[src/rtl/sev_seg_pkg.sv]
// Shared constants and types for the seven-segment readback block:
// segment code map, default geometry and the dwell-tracking state enum.
package sev_seg_pkg;

  localparam int unsigned DEFAULT_DIGITS        = 4;
  localparam int unsigned DEFAULT_STABLE_CYCLES = 8;
  localparam int unsigned SEG_W                 = 7;

  // Active-low {g,f,e,d,c,b,a} patterns for hex 0..F
  localparam logic [SEG_W-1:0] SEG_0 = 7'b1000000;
  localparam logic [SEG_W-1:0] SEG_1 = 7'b1111001;
  localparam logic [SEG_W-1:0] SEG_2 = 7'b0100100;
  localparam logic [SEG_W-1:0] SEG_3 = 7'b0110000;
  localparam logic [SEG_W-1:0] SEG_4 = 7'b0011001;
  localparam logic [SEG_W-1:0] SEG_5 = 7'b0010010;
  localparam logic [SEG_W-1:0] SEG_6 = 7'b0000010;
  localparam logic [SEG_W-1:0] SEG_7 = 7'b1111000;
  localparam logic [SEG_W-1:0] SEG_8 = 7'b0000000;
  localparam logic [SEG_W-1:0] SEG_9 = 7'b0010000;
  localparam logic [SEG_W-1:0] SEG_A = 7'b0001000;
  localparam logic [SEG_W-1:0] SEG_B = 7'b0000011;
  localparam logic [SEG_W-1:0] SEG_C = 7'b1000110;
  localparam logic [SEG_W-1:0] SEG_D = 7'b0100001;
  localparam logic [SEG_W-1:0] SEG_E = 7'b0000110;
  localparam logic [SEG_W-1:0] SEG_F = 7'b0001110;

  localparam logic [15:0][SEG_W-1:0] SEG_CODES = {
    SEG_F, SEG_E, SEG_D, SEG_C, SEG_B, SEG_A, SEG_9, SEG_8,
    SEG_7, SEG_6, SEG_5, SEG_4, SEG_3, SEG_2, SEG_1, SEG_0
  };

  typedef enum logic [1:0] {
    IDLE     = 2'd0,
    TRACK    = 2'd1,
    CAPTURED = 2'd2
  } state_t;

endpackage

[src/rtl/sev_seg_encoder.sv]
// Combinational map from an active-low {g..a} pattern back to a hex nibble;
// hit_c is low when the pattern is not one of the sixteen hex glyphs.
module sev_seg_encoder
  import sev_seg_pkg::*;
(
  input  logic [SEG_W-1:0] seg,
  output logic [3:0]       nibble_c,
  output logic             hit_c
);

  always_comb begin
    nibble_c = '0;
    hit_c    = 1'b0;
    for (int i = 0; i < 16; i++) begin
      if (seg == SEG_CODES[i]) begin
        nibble_c = 4'(i);
        hit_c    = 1'b1;
      end
    end
  end

endmodule

[src/rtl/sev_seg_reader.sv]
// Reconstructs the hex word shown on a multiplexed active-low 7-seg bus.
// Define SEV_SEG_READER_DP_EN to track and publish decimal points in dp_out.
module sev_seg_reader
  import sev_seg_pkg::*;
#(
  parameter int unsigned DIGITS        = DEFAULT_DIGITS,
  parameter int unsigned STABLE_CYCLES = DEFAULT_STABLE_CYCLES
) (
  input  logic                  clk,
  input  logic                  rst_n,
  input  logic [DIGITS-1:0]     an_n,
  input  logic [7:0]            sev_seg_leds,
  input  logic                  clear,
  output logic [4*DIGITS-1:0]   value,
  output logic [DIGITS-1:0]     dp_out,
  output logic                  valid,
  output logic                  err
);

  localparam int unsigned CNT_W = 8;
  localparam int unsigned SMP_W = DIGITS + 8;
  localparam logic [CNT_W-1:0] CNT_LAST = CNT_W'(STABLE_CYCLES - 1);

  logic [7:0]               seg_in;
  logic [SMP_W-1:0]         sample;
  logic [SMP_W-1:0]         smp_q;
  logic                     one_hot;
  logic                     same;
  state_t                   state_q;
  logic [CNT_W-1:0]         cnt_q;
  logic [DIGITS-1:0]        seen_q;
  logic [DIGITS-1:0]        seen_nxt;
  logic [DIGITS-1:0]        digit_sel;
  logic [DIGITS-1:0][3:0]   slot_q;
  logic [DIGITS-1:0][3:0]   slot_nxt;
  logic [3:0]               nib_c;
  logic                     hit_c;
  logic                     cap;
  logic                     wr;
  logic                     complete;

`ifdef SEV_SEG_READER_DP_EN
  assign seg_in = sev_seg_leds;
`else
  // Decimal point is masked so dp toggles never restart a dwell
  logic unused_dp;
  assign unused_dp = sev_seg_leds[0];
  assign seg_in    = {sev_seg_leds[7:1], 1'b0};
`endif

  assign sample = {an_n, seg_in};
  assign same   = (sample == smp_q);

  always_comb begin
    int unsigned zeros;
    zeros = 0;
    for (int i = 0; i < DIGITS; i++) begin
      if (!an_n[i]) zeros++;
    end
    one_hot = (zeros == 1);
  end

  sev_seg_encoder u_enc (
    .seg      (smp_q[7:1]),
    .nibble_c (nib_c),
    .hit_c    (hit_c)
  );

  // The registered sample is what gets decoded; it equals the live one on a capture edge
  assign digit_sel = ~smp_q[SMP_W-1:8];
  assign cap       = !clear && (state_q == TRACK) && same && (cnt_q == CNT_LAST);
  assign wr        = cap && hit_c;
  assign complete  = wr && (&seen_nxt);

  always_comb begin
    slot_nxt = slot_q;
    for (int i = 0; i < DIGITS; i++) begin
      if (digit_sel[i]) slot_nxt[i] = nib_c;
    end
    seen_nxt = seen_q | digit_sel;
  end

  always_ff @(posedge clk or negedge rst_n) begin
    if (!rst_n) begin
      state_q <= IDLE;
      cnt_q   <= '0;
      smp_q   <= '0;
      seen_q  <= '0;
      slot_q  <= '0;
      value   <= '0;
      valid   <= 1'b0;
      err     <= 1'b0;
    end else begin
      valid <= complete;
      err   <= cap && !hit_c;

      if (wr)       slot_q <= slot_nxt;
      if (complete) value  <= slot_nxt;

      if (clear || complete) seen_q <= '0;
      else if (wr)           seen_q <= seen_nxt;

      // Dwell tracking: CAPTURED simply holds while the sample is unchanged
      if (clear || !one_hot) begin
        state_q <= IDLE;
        cnt_q   <= '0;
      end else if (state_q == IDLE || !same) begin
        state_q <= TRACK;
        cnt_q   <= CNT_W'(1);
        smp_q   <= sample;
      end else if (state_q == TRACK) begin
        cnt_q <= cnt_q + CNT_W'(1);
        if (cnt_q == CNT_LAST) state_q <= CAPTURED;
      end
    end
  end

`ifdef SEV_SEG_READER_DP_EN
  logic [DIGITS-1:0] dp_q;
  logic [DIGITS-1:0] dp_nxt;

  always_comb begin
    dp_nxt = dp_q;
    for (int i = 0; i < DIGITS; i++) begin
      if (digit_sel[i]) dp_nxt[i] = ~smp_q[0];
    end
  end

  always_ff @(posedge clk or negedge rst_n) begin
    if (!rst_n) begin
      dp_q   <= '0;
      dp_out <= '0;
    end else begin
      if (wr)       dp_q   <= dp_nxt;
      if (complete) dp_out <= dp_nxt;
    end
  end
`else
  assign dp_out = '0;
`endif

endmodule

[config.mk]
export PLATFORM = sky130hd
export DESIGN_NAME = sev_seg_reader
export DESIGN_NICKNAME = d
export VERILOG_FILES = /design/src/rtl/sev_seg_pkg.sv /design/src/rtl/sev_seg_encoder.sv /design/src/rtl/sev_seg_reader.sv
export SDC_FILE = /design/constraint.sdc
export NUM_CORES = 1
export LEC_CHECK = 0
export CAP_MARGIN = 20
export CORE_MARGIN = 3
export CORE_UTILIZATION = 40
export DETAILED_ROUTE_END_ITERATION = 7
export DONT_BUFFER_PORTS = 1
export PLACE_DENSITY = 0.58
export RECOVER_POWER = 25
export REMOVE_ABC_BUFFERS = 1
export SLEW_MARGIN = 20
export SYNTH_ARGS = -nofsm -noshare
export SYNTH_HDL_FRONTEND = slang
export SYNTH_SLANG_ARGS = --single-unit
[constraint.sdc]
create_clock -name clk -period 7.1 [get_ports clk]
set_input_delay 0.355 -clock clk [delete_from_list [all_inputs] [get_ports clk]]
set_output_delay 0.355 -clock clk [all_outputs]
set_load 0.01 [all_outputs]
== Yosys cells after proc, flatten, opt, wreduce, memory -nomap -nowiden ==
Index checks and enable logic that the tools add are counted.

* Memories kept: 0
* Bits of input ports: 15
* Bits in writable memories: 0
* Bits in latches: 0
* Output and inout port bits: 22
* ROM bits: 0
* Bits in registers: 59
* Word-level logic and storage cells: 106

* Bitwise gates (word level): 3
* Equality and inequality tests: 19
* Div/mod/pow operators: 0
* Multiply operators: 0
* Add/subtract/negate cells: 4
* Magnitude comparators: 0
* Shifts and indexed selects: 0
* Reductions and logical operators: 21
* Mux-type cells: 48

{| class="wikitable"
|+ Operators with widths
! cell !! count
|-
| $add A32 B1 Y32 const B || 3
|-
| $mux W32 || 3
|-
| $mux W4 || 14
|-
| $eq A32 B1 Y1 const B || 1
|-
| $eq A7 B7 Y1 const B || 4
|-
| $mux W8 || 3
|-
| $eq A7 B5 Y1 const B || 3
|-
| $eq A7 B6 Y1 const B || 3
|-
| $mux W1 || 18
|-
| $eq A7 B2 Y1 const B || 2
|-
| $eq A7 B4 Y1 const B || 2
|-
| $mux W2 || 6
|-
| $mux W3 || 4
|-
| $eq A11 B11 Y1 || 1
|-
| $add A8 B1 Y8 const B || 1
|-
| $eq A8 B3 Y1 const B || 1
|-
| $eq A7 B3 Y1 const B || 1
|-
| $logic_not A7 Y1 || 1
|-
| $logic_and A1 B1 Y1 || 6
|-
| $reduce_bool A3 Y1 || 2
|-
| $logic_not A1 Y1 || 4
|-
| $not A4 Y4 || 1
|-
| $or A4 B4 Y4 || 1
|-
| $reduce_and A2 Y1 || 2
|-
| other kinds (6) || 8
|}

== Logic depth before layout (Yosys ltp) ==
Gate-level depths: netlist (run 1).

* Word-level depth: 21
* Gate-level depth with buffers: 10
* Depth with buffers taken out: 10

== Hierarchy ==
Synthesis (run 1) repeated with hierarchy kept, for this count alone.

* Cell total of the unflattened synthesis: 283
* Area total of the unflattened synthesis: 3303.2 um^2

{| class="wikitable"
|+ By module, submodules not included
! module !! instances !! sequential area each (um^2) !! cells each !! area each (um^2)
|-
| sev_seg_reader || 1 || 1476.4 || 228 || 2974.1
|-
| sev_seg_encoder || 1 || 0.0 || 55 || 329.1
|}

== Worst setup path after synthesis (run 1) ==
No wires, ideal clock.

* Kind: input to register
* Start: input an_n[0]
* End: register smp_q[10]
* Stages on the path: 8
* Path slack: 4.553 ns
* Path buffers: 0
* Data arrival time: 2.422 ns
* Path through: inv_1 > ha_1 > xnor2_1 > ha_1 > or3_1 > a211oi_4 > o41ai_4 > mux2_2

* Word-level cells in the longest chain between the ends: 12
* Elaborated cells on any way between the ends: 15
* Those cells by class: 3 x add/sub; 2 x eq/ne; 4 x mux; 1 x bitwise; 5 x reduce/logical

{| class="wikitable"
|+ RTL lines
! what !! RTL line !! source
|-
| from (decl) || sev_seg_reader.sv:11 || <nowiki>input logic [DIGITS-1:0] an_n,</nowiki>
|-
| $mux W1 || sev_seg_reader.sv:58 || <nowiki>if (!an_n[i]) zeros++;</nowiki>
|-
| $add A32 B1 Y32 || sev_seg_reader.sv:58 ||
|-
| $mux W32 || sev_seg_reader.sv:58 ||
|-
| $add A32 B1 Y32 || sev_seg_reader.sv:58 ||
|-
| $mux W32 || sev_seg_reader.sv:58 ||
|-
| $add A32 B1 Y32 || sev_seg_reader.sv:58 ||
|-
| $mux W32 || sev_seg_reader.sv:58 ||
|-
| $eq A32 B1 Y1 || sev_seg_reader.sv:60 || <nowiki>one_hot = (zeros == 1);</nowiki>
|-
| $logic_not A1 Y1 || sev_seg_reader.sv:104 || <nowiki>if (clear || !one_hot) begin</nowiki>
|-
| $logic_or A1 B1 Y1 || sev_seg_reader.sv:104 ||
|-
| $not A1 Y1 (no line) || -- ||
|-
| $reduce_and A2 Y1 (no line) * || -- ||
|-
| to (signal assigned) || sev_seg_reader.sv:110 || <nowiki>smp_q <= sample;</nowiki>
|-
| to (decl) || sev_seg_reader.sv:26 || <nowiki>logic [SMP_W-1:0] smp_q;</nowiki>
|}

Every way passes the cells marked *; elsewhere a longest branch is shown, timed or not.
A chain may end at the register's enable or synchronous reset.

==> impl_metrics.yaml, run 1 <==
synthesis:
  avgSynthCellArea_um2: 11.0
  ys_async_sr_fraction: 1.00
  yosysSeqAreaShare: 0.438
  synth_area_um2: 3370
  synth_ff_type: "dfrtp_1"
  ys_ff_latch: 59
  synthCells: 307
  ys.warnings.count: 0
  netlist_top_cells_area: "dfrtp_1 44%, mux2_2 9.7%, mux2_1 5.3%"
  yosysTopAreaCell: "dfrtp_1"
  yosysTopAreaCellShare: 0.438
  synth_edf_count: 0
  synth.distinct_cells: 51
placed_design:
  gp_congestion: 0.816
  port_buffers: 0
  dp_slack_ns: 3.81
  dp_hpwl_um: 4710
route:
  routed_via_density: 5.46
  vias: 2233
  wl_per_cell_um: 16.7
  drt_pass1_iterations: 4
  postRouteAntennaNets: 0
  drtIter0Drc: 121
  drc_errors: 0
  routed_wl_um: 6830
worst_setup_path:
  cp.arrival_ns: 3.22
  slowest_stage: "clkbuf_1"
  cp.required_ns: 6.82
  crit_path_start_kind: "input port"
  crit_chain: "dlygate4sd3_1 > clkbuf_1"
  worst_setup_path_end_kind: "async pin"
  cpPeakStageDelay_ns: 2.27
  cp_max_fo: 59
  critical_path_class: "in -> async"
  crit_buf_inv: 2
  critPathTopFamily: "buffers and inverters"
layout:
  drive_gt1_frac: 0.189
  mostFrequentLayoutCell: "dfrtp_1"
  n_antenna_cell: 0
  nNetsFinal: 321
  syn2layout_area_growth_pct: 7.87
  fill_cells: 748
  layout_common_cells: "59 x dfrtp_1, 29 x mux2_2, 18 x nor2_1"
outcome:
  outcome: "finished, violations left"
  violations: "max-capacitance violations, max-slew violations"
timing:
  period_share: 0.493
  timing_hold_violations_final: 0
  finalSetupViolations: 0
  slew_violations: 60
  tightest_slew_ns: 3.21
  hold_ws_ns: 0.0780
  timing.slew.headroom: -1.14
  worst_clock_skew_ns: 0.0130
  worst_slack_ns: 3.60
  fin_crit_ns: 3.50
  rsz0062_at_grt: "false"
  fin_setup_tns_ns: 0
  max_freq_mhz: 286
clock_network:
  cts_sinks: 59
  holdBufCountCts: 2
  ctsHtreeMaxLevel: 3
  cts_root_buf: "clkbuf_8"
  cts_resized: 0
  clkTransAtPathRegs_ns: 0.07
  post_cts_buffers: 0
  cts_inserted_buffers: 9
  clock_latency_ns: 0.34
  cts_tree: "built"
  cts_buffer_depth: 2
die:
  row_count: 32
  ios: 37
  die-area_um2: 9560
  die_h_um: 97.8
  chipWidth_um: 97.8
  initial_core_util: 0.423
  coreArea_um2: 7970
pwr:
  p_per_area_nw_per_um2: 313
  pwr-share-clk: 0.302
  p_seq_frac: 0.425
  p_comb_frac: 0.273
  total_leakage_power_nw: 1.60
  ir_drop_uv: 122
  intPower_w: 0.000719
  swShare: 0.368
  netSwitchingPower_w: 0.000419
global_routing:
  grt_pass1_vias: 2181
  antenna_found_initial: 0
  globalRoute.totalOverflow: 0
  grt_max_degree: 60
  gr-usage-all-layers: 0.153
  grt_pass1_wl_um: 11600
flow_run:
  cap_viol_max_count: 1
hold_path:
  hold_path.class: "in -> reg"
final timing paths:
path | start | to | slack (ns) | cells after the start
min | clear | seen_q[2]$_DFFE_PN0P_ | 0.08 | 1
max in group clk | smp_q[6]$_DFFE_PN0P_ | value[15]$_DFFE_PN0P_ | 3.82 | 5
min in group asynchronous | rst_n | smp_q[4]$_DFFE_PN0P_ | 1.67 | 2
max | rst_n | value[3]$_DFFE_PN0P_ | 3.60 | 2
min reg2reg | slot_q[2]$_DFFE_PN0P_ | slot_q[2]$_DFFE_PN0P_ | 0.50 | 1
max reg2reg | smp_q[6]$_DFFE_PN0P_ | value[15]$_DFFE_PN0P_ | 3.82 | 5
cell type report:
type                            instances  area [µm²]  area share
Clock buffer                            9         124      0.0341
Clock inverter                          7         100      0.0275
Inverter                               13        48.8      0.0134
Multi-Input combinational cell        217        1740       0.480
Sequential cell                        59        1480       0.406
Tap cell                              102         128      0.0351
Timing Repair Buffer                    2        13.8     0.00379
sequential cells by signal, indices dropped and copies added (netlist names):
name,flops
cnt_q,8
valid,1
state_q,2
value,16
err,1
seen_q,4
smp_q,11
slot_q,16
cells in the mapped netlist, types with 2 or more instances:
| library cell | count |
|---|---|
| xnor2_1 | 15 |
| clkbuf_1 | 7 |
| nor3b_1 | 3 |
| buf_4 | 6 |
| nand3_1 | 6 |
| ha_1 | 4 |
| dfrtp_1 | 59 |
| a21oi_1 | 3 |
| mux2_2 | 29 |
| a2bb2oi_1 | 3 |
| or2_2 | 3 |
| a31oi_1 | 2 |
| nand4_1 | 6 |
| nor3_1 | 11 |
| o211ai_1 | 3 |
| xor2_1 | 5 |
| and3b_1 | 2 |
| mux2i_1 | 3 |
| and4b_1 | 2 |
| o31a_1 | 8 |
| nand3b_1 | 3 |
| nand2b_1 | 14 |
| a211oi_1 | 5 |
| mux2_1 | 16 |
| nor2b_1 | 7 |
| o2111ai_1 | 2 |
| nor2_1 | 18 |
| buf_2 | 8 |
| nand2_1 | 12 |
| o311ai_2 | 5 |
| a21boi_0 | 2 |
| inv_1 | 13 |
| o21ai_0 | 4 |
kinds of logic (layout without fill, tap and decap cells):
logic type               Yosys count  after routing  share of synthesized area
multiplexers                      48             48                      0.159
adder cells (fa/ha/maj)            4              4                     0.0149
XOR/XNOR                          20             20                     0.0520
AO/OA/AOI/OAI                     49             49                      0.135
buffers and inverters             34             31                     0.0475
other                              1              4                    0.00111
AND/OR/NAND/NOR                   92             92                      0.152
flip-flops                        59             59                      0.438
metrics by stage:
| step | power, W | util | instance area (µm²) | cells |
|---|---|---|---|---|
| 6_report | 0.00114 | 0.456 | 3630 | 409 |
| 4_1_cts | 0.00115 | 0.459 | 3660 | 409 |
| 3_3_place_gp | 0.000793 | 0.426 | 3400 | 391 |
| 5_1_grt | 0.00121 | 0.456 | 3630 | 409 |
| 2_1_floorplan | 0.000704 | - | 3270 | 289 |
| 3_5_place_dp | 0.000795 | 0.426 | 3400 | 391 |
routing by layer:
metal  global-route usage  routed length, µm  share of wire  vias up
met3               0.0379                295          0.043        7
met2                0.214               2960           0.43       41
met1                0.228               3510           0.51     1095
li1                     -                  -              -     1090
met5                    0                  0              0        -
met4               0.0543                 70          0.010        0
power groups by stage:
| stage | Sequential, W | Combinational, W | Clock (W) |
|---|---|---|---|
| final | 0.000484 | 0.000311 | 0.000344 |
| after global routing | 0.000498 | 0.000350 | 0.000367 |
| after CTS | 0.000482 | 0.000316 | 0.000353 |
| after detailed placement | 0.000489 | 0.000306 | 0 |
| after global placement | 0.000489 | 0.000304 | 0 |
| after floorplan | 0.000448 | 0.000256 | 0 |
(Power assumes the default switching activity.)
==> run 2, diff against run 1 <==
==> constraint.sdc (replaced) <==
create_clock -name clk -period 3.3 [get_ports clk]
set_input_delay 0.165 -clock clk [delete_from_list [all_inputs] [get_ports clk]]
set_output_delay 0.165 -clock clk [all_outputs]
set_load 0.01 [all_outputs]
==> run 2 against run 1 <==
Compared with the run above:
- the run now ends clean
- setup slack lost 3.2 ns
- utilization grew 2.1 points
- cell area grew 4.6%
- routed wire length grew 7.8%
- clock skew shrank 0.0049 ns
- sequential power grew 110%
- hold slack lost 0.038 ns
- critical path type is now in -> reg
- combinational power grew 150%
- critical endpoint is now smp_q[2]$_DFFE_PN0P_
- highest routed layer unchanged
==> impl_metrics.yaml, run 2 (synthesis gave the netlist of run 1 again) <==
die:
  die-area_um2: 9560
  coreArea_um2: 7970
  ios: 37
  row_count: 32
  initial_core_util: 0.423
  die_h_um: 97.8
  chipWidth_um: 97.8
global_routing:
  globalRoute.totalOverflow: 0
  grt_max_degree: 60
  antenna_found_initial: 0
  grt_pass1_wl_um: 12600
  grt_pass1_vias: 2413
  gr-usage-all-layers: 0.163
timing:
  fin_setup_tns_ns: 0
  timing_hold_violations_final: 0
  period_share: 0.876
  worst_clock_skew_ns: 0.00808
  timing.slew.headroom: 0.0152
  rsz0062_at_grt: "false"
  fin_crit_ns: 2.89
  slew_violations: 0
  finalSetupViolations: 0
  tightest_slew_ns: 1.48
  max_freq_mhz: 346
placed_design:
  gp_congestion: 0.819
  port_buffers: 0
  dp_hpwl_um: 5020
layout:
  reg_top3: "slot_q (16), value (16), smp_q (11)"
  drive_gt1_frac: 0.200
  syn2layout_area_growth_pct: 12.8
  nNetsFinal: 339
  layout_common_cells: "59 x dfrtp_1, 29 x mux2_2, 18 x nor2_1"
  n_antenna_cell: 0
  utilization: 0.477
  mostFrequentLayoutCell: "dfrtp_1"
hold_path:
  hold_path.class: "in -> reg"
  min_to: "err$_DFF_PN0_"
  min_from: "clear"
  hold_path_depth: 3
clock_network:
  cts_inserted_buffers: 9
  cts_sinks: 59
  cts_buffer_depth: 2
  cts_tree: "built"
  clkTransAtPathRegs_ns: 0.07
  post_cts_buffers: 0
  clock_latency_ns: 0.33
  ctsHtreeMaxLevel: 3
  cts_root_buf: "clkbuf_8"
route:
  routed_via_density: 5.52
  drtIter0Drc: 101
  vias: 2359
  drc_errors: 0
  postRouteAntennaNets: 0
  drt_pass1_iterations: 4
  wl_per_cell_um: 17.3
  routed_wl_um: 7370
worst_setup_path:
  r2r_setup_slack_ns: 0.70
  cp.arrival_ns: 3.11
  r2r_start: "smp_q[7]$_DFFE_PN0P_"
  worst_setup_path_end_kind: "flip-flop"
  cp_max_fo: 8
  reg2reg_to: "value[1]$_DFFE_PN0P_"
  cp.required_ns: 3.52
  crit_path_start_kind: "input port"
  crit_chain: "dlygate4sd3_1 > inv_1 > ha_1 > xnor2_1 > ha_1 > or3_1 > a211oi_4 > o41ai_4 > mux2_2"
  slowest_stage: "dlygate4sd3_1"
  cpPeakStageDelay_ns: 0.55
  critical_path_class: "in -> reg"
  r2r.worst_path.cells: 6
  path_common_cell: "ha_1"
pwr:
  p_per_area_nw_per_um2: 659
  total_leakage_power_nw: 1.68
  ir_drop_uv: 279
flow_run:
  cap_viol_max_count: 0
outcome:
  outcome: "complete, no violations"
[run 2: cell count changes in the layout (fill, tap and decap cells not counted)]
cell / change
clkbuf_1: -1
dlygate4sd3_1: +12
buf_4: +6
clkbuf_2: +1
[run 2: how the worst max path moves through the flow]
| stage | from | to | slack [ns] | cells after the start |
|---|---|---|---|---|
| global placement | an_n[1] | smp_q[11]$_DFFE_PN0P_ | 0.69 | 8 |
| floorplan | smp_q[3]$_DFFE_PN0P_ | value[11]$_DFFE_PN0P_ | 0.65 | 5 |
| CTS | an_n[1] | smp_q[8]$_DFFE_PN0P_ | 0.43 | 9 |
| global route | an_n[1] | smp_q[8]$_DFFE_PN0P_ | 0.30 | 9 |
| finish | an_n[1] | smp_q[2]$_DFFE_PN0P_ | 0.41 | 9 |
| detailed placement | an_n[1] | smp_q[8]$_DFFE_PN0P_ | 0.64 | 8 |
[run 2: where the power goes]
group | total, W | leakage, nW | internal [W] | switching, W
Clock | 0.000739 | 0.114 | 0.000430 | 0.000309
Combinational | 0.000768 | 0.767 | 0.000367 | 0.000401
Sequential | 0.00100 | 0.801 | 0.000785 | 0.000215
Total | 0.00251 | 1.68 | 0.00158 | 0.000925
[run 2: layout make-up]
| type | instances | area (µm²) |
|---|---|---|
| Tap cell | 102 | 128 |
| Timing Repair Buffer | 20 | 180 |
| Clock buffer | 9 | 124 |
| Fill cell | 745 | 4170 |
| Sequential cell | 59 | 1480 |
| Multi-Input combinational cell | 217 | 1740 |
| Inverter | 13 | 48.8 |
| Clock inverter | 7 | 100 |
[run 2: metal layers]
metal / part of all wire / wire (µm) / GRT usage / vias up
li1: - / - / - / 1124
met1: 0.49 / 3650 / 0.240 / 1178
met2: 0.45 / 3330 / 0.240 / 50
met3: 0.045 / 334 / 0.0371 / 7
met4: 0.0079 / 58 / 0.0479 / 0
met5: 0 / 0 / 0 / -
[run 2: repair_timing]
item | in CTS | in global routing
hold endpoints to repair | 74 | 0
setup endpoints to repair | 0 | 0
gates resized for setup | 0 | 0
hold buffers | 14 | 0
[run 2: critical path: cells and delay by family]
kind                       cells  cell delay [ns]
AOI/OAI and AO/OA              2             0.77
buffers and inverters          2             0.62
adders and majority gates      2             0.58
and+or+nand+nor                1             0.39
muxes                          1             0.33
xor gates and xnor gates       1             0.24
[run 2: stage by stage]
step / setup slack [ns] / total power [W] / hold slack (ns) / instance area, µm² / instances
floorplan: 0.650 / 0.00151 / -0.131 / 3270 / 289
global placement: 0.687 / 0.00174 / -0.129 / 3440 / 397
detailed placement: 0.641 / 0.00175 / -0.129 / 3440 / 397
CTS: 0.427 / 0.00253 / 0.0273 / 3820 / 427
global route: 0.295 / 0.00266 / 0.0494 / 3800 / 427
finish: 0.409 / 0.00251 / 0.0404 / 3800 / 427
